### src/rtl/dcache_line_ctrl.sv
// dcache_line_ctrl: line refill / writeback sequencer for the data-cache memblock.
// On a line miss the controller takes the memblock port (flush_mode=1). If the victim is dirty,
// each victim word is read from the memblock and written to memory. The new line is then
// requested from memory and streamed into the memblock.
//
// Handshake rules, for all memory-side signals:
//   mem_rdreq / mem_wrreq are held high, with mem_addr and mem_wdata stable, until the cycle in
//   which mem_ack is sampled high. An ack in the first cycle of a request is accepted, so each
//   request lasts at least one cycle. An ack in any other state is ignored. mem_rdata_valid is
//   acted on only in FILL_DATA; one refill word is accepted on every cycle it is high, and gaps
//   of any length are allowed. miss_req is sampled only in IDLE. The requester holds it until
//   miss_done.
module dcache_line_ctrl #(
    parameter int DATABITS      = 32,
    parameter int CACHEADDRBITS = 5,
    parameter int LINEWORDS     = 8,
    parameter int ADDRBITS      = 32
) (
    input  logic                                          clk,
    input  logic                                          reset_n,
    input  logic                                          miss_req,
    input  logic [CACHEADDRBITS-$clog2(LINEWORDS)-1:0]    miss_index,
    input  logic [ADDRBITS-1:0]                           miss_addr,
    input  logic                                          victim_dirty,
    input  logic [ADDRBITS-1:0]                           victim_addr,
    output logic                                          busy,
    output logic                                          miss_done,
    output logic                                          flush_mode,
    output logic [CACHEADDRBITS-1:0]                      flush_addr,
    output logic                                          flush_write,
    output logic                                          line_in_valid,
    input  logic [DATABITS-1:0]                           cache_rdata,
    output logic [ADDRBITS-1:0]                           mem_addr,
    output logic                                          mem_rdreq,
    output logic                                          mem_wrreq,
    output logic [DATABITS-1:0]                           mem_wdata,
    input  logic                                          mem_ack,
    input  logic                                          mem_rdata_valid,
    output logic [2:0]                                    dbg_state
);

    localparam int BPW     = DATABITS / 8;
    localparam int LW      = $clog2(LINEWORDS);
    localparam int BB      = $clog2(BPW);
    localparam int IDXBITS = CACHEADDRBITS - LW;
    localparam int ALIGN   = LW + BB;

    // Byte-offset bits within one line. Masking them off gives a line-aligned address.
    localparam logic [ADDRBITS-1:0] OFF_MASK = ADDRBITS'((64'd1 << ALIGN) - 64'd1);
    localparam logic [LW-1:0]       LAST_CNT = LW'(LINEWORDS - 1);

    typedef enum logic [2:0] {
        S_IDLE      = 3'd0,
        S_WB_RD     = 3'd1,
        S_WB_WR     = 3'd2,
        S_FILL_REQ  = 3'd3,
        S_FILL_DATA = 3'd4,
        S_DONE      = 3'd5
    } state_t;

    state_t               r_state;
    logic [IDXBITS-1:0]   r_index;
    logic [LW-1:0]        r_word_cnt;
    logic [ADDRBITS-1:0]  r_miss_addr;
    logic [ADDRBITS-1:0]  r_victim_addr;
    logic                 r_busy;
    logic                 r_flush_mode;
    logic                 r_flush_write;
    logic                 r_miss_done;
    logic                 r_mem_rdreq;
    logic                 r_mem_wrreq;
    logic [ADDRBITS-1:0]  r_mem_addr;
    logic [DATABITS-1:0]  r_mem_wdata;
    logic                 r_wb_load;

    logic [ADDRBITS-1:0]  w_miss_line;
    logic [ADDRBITS-1:0]  w_victim_line;
    logic [ADDRBITS-1:0]  w_wb_offset;
    logic [ADDRBITS-1:0]  w_wb_addr;
    logic                 w_last_word;

    assign w_miss_line   = miss_addr & ~OFF_MASK;
    assign w_victim_line = victim_addr & ~OFF_MASK;
    // The victim base is line aligned, so adding the word offset never carries out of the line.
    // The sum still wraps modulo 2^ADDRBITS.
    assign w_wb_offset   = ADDRBITS'({r_word_cnt, {BB{1'b0}}});
    assign w_wb_addr     = r_victim_addr + w_wb_offset;
    assign w_last_word   = (r_word_cnt == LAST_CNT);

    // Sequencer. All outputs except line_in_valid and the first-cycle wdata bypass are registered here.
    always_ff @(posedge clk or negedge reset_n) begin
        if (!reset_n) begin
            r_state       <= S_IDLE;
            r_index       <= '0;
            r_word_cnt    <= '0;
            r_miss_addr   <= '0;
            r_victim_addr <= '0;
            r_busy        <= 1'b0;
            r_flush_mode  <= 1'b0;
            r_flush_write <= 1'b0;
            r_miss_done   <= 1'b0;
            r_mem_rdreq   <= 1'b0;
            r_mem_wrreq   <= 1'b0;
            r_mem_addr    <= '0;
            r_mem_wdata   <= '0;
            r_wb_load     <= 1'b0;
        end else begin
            case (r_state)
                S_IDLE: begin
                    if (miss_req) begin
                        r_index       <= miss_index;
                        r_miss_addr   <= w_miss_line;
                        r_victim_addr <= w_victim_line;
                        r_word_cnt    <= '0;
                        r_busy        <= 1'b1;
                        r_flush_mode  <= 1'b1;
                        if (victim_dirty) begin
                            r_state <= S_WB_RD;
                        end else begin
                            r_state     <= S_FILL_REQ;
                            r_mem_rdreq <= 1'b1;
                            r_mem_addr  <= w_miss_line;
                        end
                    end
                end

                // The memblock samples flush_addr at the end of this cycle.
                // Its data appears on cache_rdata during the first WB_WR cycle.
                S_WB_RD: begin
                    r_state     <= S_WB_WR;
                    r_mem_wrreq <= 1'b1;
                    r_mem_addr  <= w_wb_addr;
                    r_wb_load   <= 1'b1;
                end

                S_WB_WR: begin
                    r_wb_load <= 1'b0;
                    if (r_wb_load) begin
                        r_mem_wdata <= cache_rdata;
                    end
                    if (mem_ack) begin
                        r_mem_wrreq <= 1'b0;
                        if (w_last_word) begin
                            r_state     <= S_FILL_REQ;
                            r_word_cnt  <= '0;
                            r_mem_rdreq <= 1'b1;
                            r_mem_addr  <= r_miss_addr;
                        end else begin
                            r_state    <= S_WB_RD;
                            r_word_cnt <= r_word_cnt + LW'(1);
                            r_mem_addr <= '0;
                        end
                    end
                end

                S_FILL_REQ: begin
                    if (mem_ack) begin
                        r_state       <= S_FILL_DATA;
                        r_mem_rdreq   <= 1'b0;
                        r_mem_addr    <= '0;
                        r_word_cnt    <= '0;
                        r_flush_write <= 1'b1;
                    end
                end

                S_FILL_DATA: begin
                    if (mem_rdata_valid) begin
                        r_word_cnt <= r_word_cnt + LW'(1);
                        if (w_last_word) begin
                            r_state       <= S_DONE;
                            r_flush_write <= 1'b0;
                            r_miss_done   <= 1'b1;
                        end
                    end
                end

                S_DONE: begin
                    r_state      <= S_IDLE;
                    r_miss_done  <= 1'b0;
                    r_busy       <= 1'b0;
                    r_flush_mode <= 1'b0;
                end

                default: begin
                    r_state       <= S_IDLE;
                    r_busy        <= 1'b0;
                    r_flush_mode  <= 1'b0;
                    r_flush_write <= 1'b0;
                    r_miss_done   <= 1'b0;
                    r_mem_rdreq   <= 1'b0;
                    r_mem_wrreq   <= 1'b0;
                    r_wb_load     <= 1'b0;
                end
            endcase
        end
    end

    assign busy          = r_busy;
    assign miss_done     = r_miss_done;
    assign flush_mode    = r_flush_mode;
    assign flush_addr    = {r_index, r_word_cnt};
    assign flush_write   = r_flush_write;
    // Refill words go into the memblock in the same cycle they arrive.
    assign line_in_valid = (r_state == S_FILL_DATA) && mem_rdata_valid;
    assign mem_addr      = r_mem_addr;
    assign mem_rdreq     = r_mem_rdreq;
    assign mem_wrreq     = r_mem_wrreq;
    // In the first WB_WR cycle the word is only on cache_rdata, so it is passed straight through.
    // From the second cycle on, the captured copy is driven. Both are the same word, so mem_wdata
    // stays stable for the whole request.
    assign mem_wdata     = r_wb_load ? cache_rdata : r_mem_wdata;
    assign dbg_state     = r_state;

endmodule

### config.mk
export PLATFORM = sky130hd
export DESIGN_NAME = dcache_line_ctrl
export DESIGN_NICKNAME = d
export VERILOG_FILES = /design/src/rtl/dcache_line_ctrl.sv
export SDC_FILE = /design/constraint.sdc
export NUM_CORES = 1
export LEC_CHECK = 0
export BUFFER_PORTS_ARGS = -buffer_cell sky130_fd_sc_hd__buf_4
export CAP_MARGIN = 10
export CORE_ASPECT_RATIO = 0.5
export CORE_MARGIN = 5
export CORE_UTILIZATION = 52
export CTS_BUF_LIST = sky130_fd_sc_hd__clkbuf_4 sky130_fd_sc_hd__clkbuf_8 sky130_fd_sc_hd__clkbuf_16
export DETAILED_ROUTE_END_ITERATION = 16
export PLACE_DENSITY = 0.9
export SYNTH_ARGS = -nofsm -noshare
export SYNTH_HDL_FRONTEND = slang
export SYNTH_SLANG_ARGS = --single-unit
### constraint.sdc
create_clock -name clk -period 2.42 [get_ports clk]
set_input_delay 0.242 -clock clk [delete_from_list [all_inputs] [get_ports clk]]
set_output_delay 0.242 -clock clk [all_outputs]
set_load 0.05 [all_outputs]
==> results.sh <==
export IMPL_floorplan_rows=28
export IMPL_dpl_hpwl_mm=10.40
export IMPL_die_area_sq_mm=0.01415
export IMPL_rrSetupSlack_ps=330
export IMPL_ctsLongestPathBuffers=2
export IMPL_max_vdd_ir_drop_uv=679.6
export IMPL_antenna_left=0
export IMPL_numCtsBuffers=17
export IMPL_preCtsSetupSlack_ps=362.6
export IMPL_setup_viol=0
export IMPL_synth_yosys_seq_area_share_pct=53.25
export IMPL_first_pass_iters=5
export IMPL_initial_utilization_pct=52.37
export IMPL_post_cts_setup_bufs=0
export IMPL_grt_overall_usage_pct=22.07
export IMPL_max_clock_freq_mhz=478.5
export IMPL_holdCritPathClass="in2reg"
export IMPL_grt_pass1_wl_mm=24.70
export IMPL_cp_end_kind="flip-flop"
export IMPL_synth_ff_latch_count=130
export IMPL_drc_errors=0
export IMPL_clock_tree_root_cell="sky130_fd_sc_hd__clkbuf_16"
export IMPL_powerDensity_mw_per_mm2=1691
export IMPL_final_cells=862
export IMPL_insertion_delay_of_the_later_clocked_pin_in_the_worst_skew_pair_ps=410
export IMPL_diodes_inserted=0
export IMPL_gpl_final_weighted_congestion=0.8316
export IMPL_postSynthCellCount=518
export IMPL_clk_pin_slew_ps=60
export IMPL_crit_path_max_fanout=57
export IMPL_clock_skew_ps=5.630
export IMPL_syn_avg_cell_area_sq_um=11.79
export IMPL_postSynth_topFlopCell="sky130_fd_sc_hd__dfrtp_1"
export IMPL_cts_sinks=130
export IMPL_antenna_found_initial=0
export IMPL_postLayoutCoreUtil_pct=70.05
export IMPL_maxSlewHeadroom_pct=35.78
export IMPL_finalCriticalPeriod_ps=2090
export IMPL_io_pins=183
export IMPL_critical_path_reg2reg_startpoint="dbg_state[1]"
export IMPL_rsz_0062_raised_after_global_routing="no"
export IMPL_cellLeakagePower_nw=3.724
export IMPL_hold_path_startpoint="victim_addr[9]"
export IMPL_dieWidth_um=163.3
export IMPL_worstReg2RegEnd="mem_addr[21]"
export IMPL_crit_arrival_ps=2320
export IMPL_wl_mm=15.43
export IMPL_vias_per_cell=5.546
export IMPL_n_fill_cell=781
export IMPL_path_class="reg2reg"
export IMPL_synth_warnings=0
export IMPL_holdPathStages=2
export IMPL_drt_first_iter_violations=324
export IMPL_tritoncts_clock_tree="built"
export IMPL_layout_nets=791
export IMPL_layout_commonest_cell="sky130_fd_sc_hd__buf_4"
export IMPL_routed_via_count=4781
export IMPL_yosysUniqueCellTypes=39
export IMPL_htree_levels=4
export IMPL_final_hold_violation_count=0
export IMPL_grt_overflow=0
export IMPL_worstMarginPinSlew_ps=963.3
export IMPL_async_flop_share_pct=100.0
export IMPL_max_cap_viols=0
export IMPL_maximum_number_of_pins_on_one_net_before_global_route_repair=58
export IMPL_worst_hold_endpoint="r_victim_addr[9]"
export IMPL_layout_cells_most_common_list="sky130_fd_sc_hd__buf_4 (186), sky130_fd_sc_hd__dfrtp_1 (128), sky130_fd_sc_hd__mux2_2 (119)"
export IMPL_wl_per_cell_um=17.90
export IMPL_final_layout_size_suffix_gt1_share_pct=49.78
export IMPL_final_critical_path_setup_slack_ps=330.3
export IMPL_design_core_area_sq_mm=0.01167
export IMPL_dp_cells=829
export IMPL_first_global_vias=4932
export IMPL_reg2regPathDepth=4
export IMPL_die_h_um=86.65
export IMPL_run_status="finished, final reports clean"
export IMPL_edff_count_synth=0
export IMPL_syn_std_cell_area_sq_mm=0.006110
export IMPL_portBuffers=170
export IMPL_final_min_period_over_clock_period_pct=86.35
export IMPL_timing_final_max_slew_violations=0
export IMPL_critPathRequiredTime_ps=2650
export IMPL_final_setup_tns_ps=0
export IMPL_crit_path_start_kind="flip-flop"
export IMPL_area_growth_pct=33.75
==> critical path: stages (launching register included) <==
cell and delay [ps]:
sky130_fd_sc_hd__dfrtp_2 490, sky130_fd_sc_hd__nor2_2 150, sky130_fd_sc_hd__buf_4 180, sky130_fd_sc_hd__a221o_2 780, sky130_fd_sc_hd__o21ai_0 260
==> report_power, final <==
| group | internal, mW | total (mW) | switching [mW] |
|---|---|---|---|
| clock | 1.65 | 2.54 | 0.898 |
| sequential | 3.26 | 3.93 | 0.667 |
| combinational | 2.90 | 7.35 | 4.45 |
==> cell families after synthesis <==
family                   share of synthesized area, %
adder cells (fa/ha/maj)                        0.7783
AND/OR/NAND/NOR                                 8.294
flip-flops                                      53.25
XOR/XNOR                                       0.1434
AO/OA/AOI/OAI                                   11.20
other                                         0.06138
buffers and inverters                           3.625
multiplexers                                    22.65
==> cell usage after synthesis, drive strengths merged, types with 2 or more instances <==
cell type | instances | area, sq um
a31oi | 3 | 18.77
a21oi | 4 | 20.02
mux2 | 122 | 1374
nor3 | 2 | 15.01
a22oi | 27 | 202.7
a22o | 3 | 26.28
buf | 24 | 135.1
clkbuf | 19 | 71.32
ha | 3 | 37.54
o21ai | 33 | 165.2
inv | 4 | 15.01
nor2 | 7 | 31.28
o22ai | 27 | 168.9
a21boi | 2 | 15.01
nand2b | 30 | 187.7
nand2 | 59 | 221.5
nor2b | 2 | 12.51
and3 | 2 | 12.51
dfrtp | 130 | 3253
==> per-stage QoR <==
stage / power (mW) / instance area (sq um) / hold slack [ps]
6_report: 13.82 / 8172 / 60.16
5_1_grt: 14.56 / 8172 / 49.03
4_1_cts: 13.88 / 8172 / 48.75
3_5_place_dp: 11.27 / 7565 / 228.3
3_3_place_gp: 11.01 / 7565 / 221.8
2_1_floorplan: 9.270 / 6113 / -53.59
==> per-layer routing <==
metal  part of all wire [%]  wire (um)  global-route usage, %  vias to the layer above
met5                      0          0                      0                        -
met4                    3.1        486                  10.05                        0
met3                    6.2        951                  5.368                       45
met2                     50       7688                  37.86                      187
met1                     41       6304                  26.81                     2349
li1                       -          -                      -                     2200
==> registers in the layout, summed over array words and instances (netlist names) <==
name,flops
r_word_cnt,3
mem_addr,30
miss_done,1
r_victim_addr,27
dbg_state,3
mem_rdreq,1
r_miss_addr,27
r_wb_load,1
flush_mode,1
r_index,2
mem_wrreq,1
flush_write,1
r_mem_wdata,32
==> worst max-delay path by stage <==
stage	from	endpoint	cells past startpoint
finish	dbg_state[1]	mem_addr[21]	4
global route	dbg_state[1]	mem_addr[6]	4
CTS	dbg_state[1]	mem_addr[21]	4
detailed placement	dbg_state[1]	mem_addr[14]	4
global placement	dbg_state[1]	mem_addr[14]	4
floorplan	dbg_state[0]	r_word_cnt[0]	4
==> cell type report <==
class	count	area, sq um	share of cell area (%)
tap	165	206.4	2.526
multi-input combinational	342	2651	32.45
sequential	130	3256	39.84
clock inverter	4	45.04	0.5512
inverter	4	15.01	0.1837
timing repair buffer	189	1446	17.70
clock buffer	28	551.8	6.752
==> what timing repair did <==
action,in CTS,in global routing
hold buffers,1,0
hold endpoints to repair,30,0
resized for setup,0,0
(Power assumes the default switching activity.)
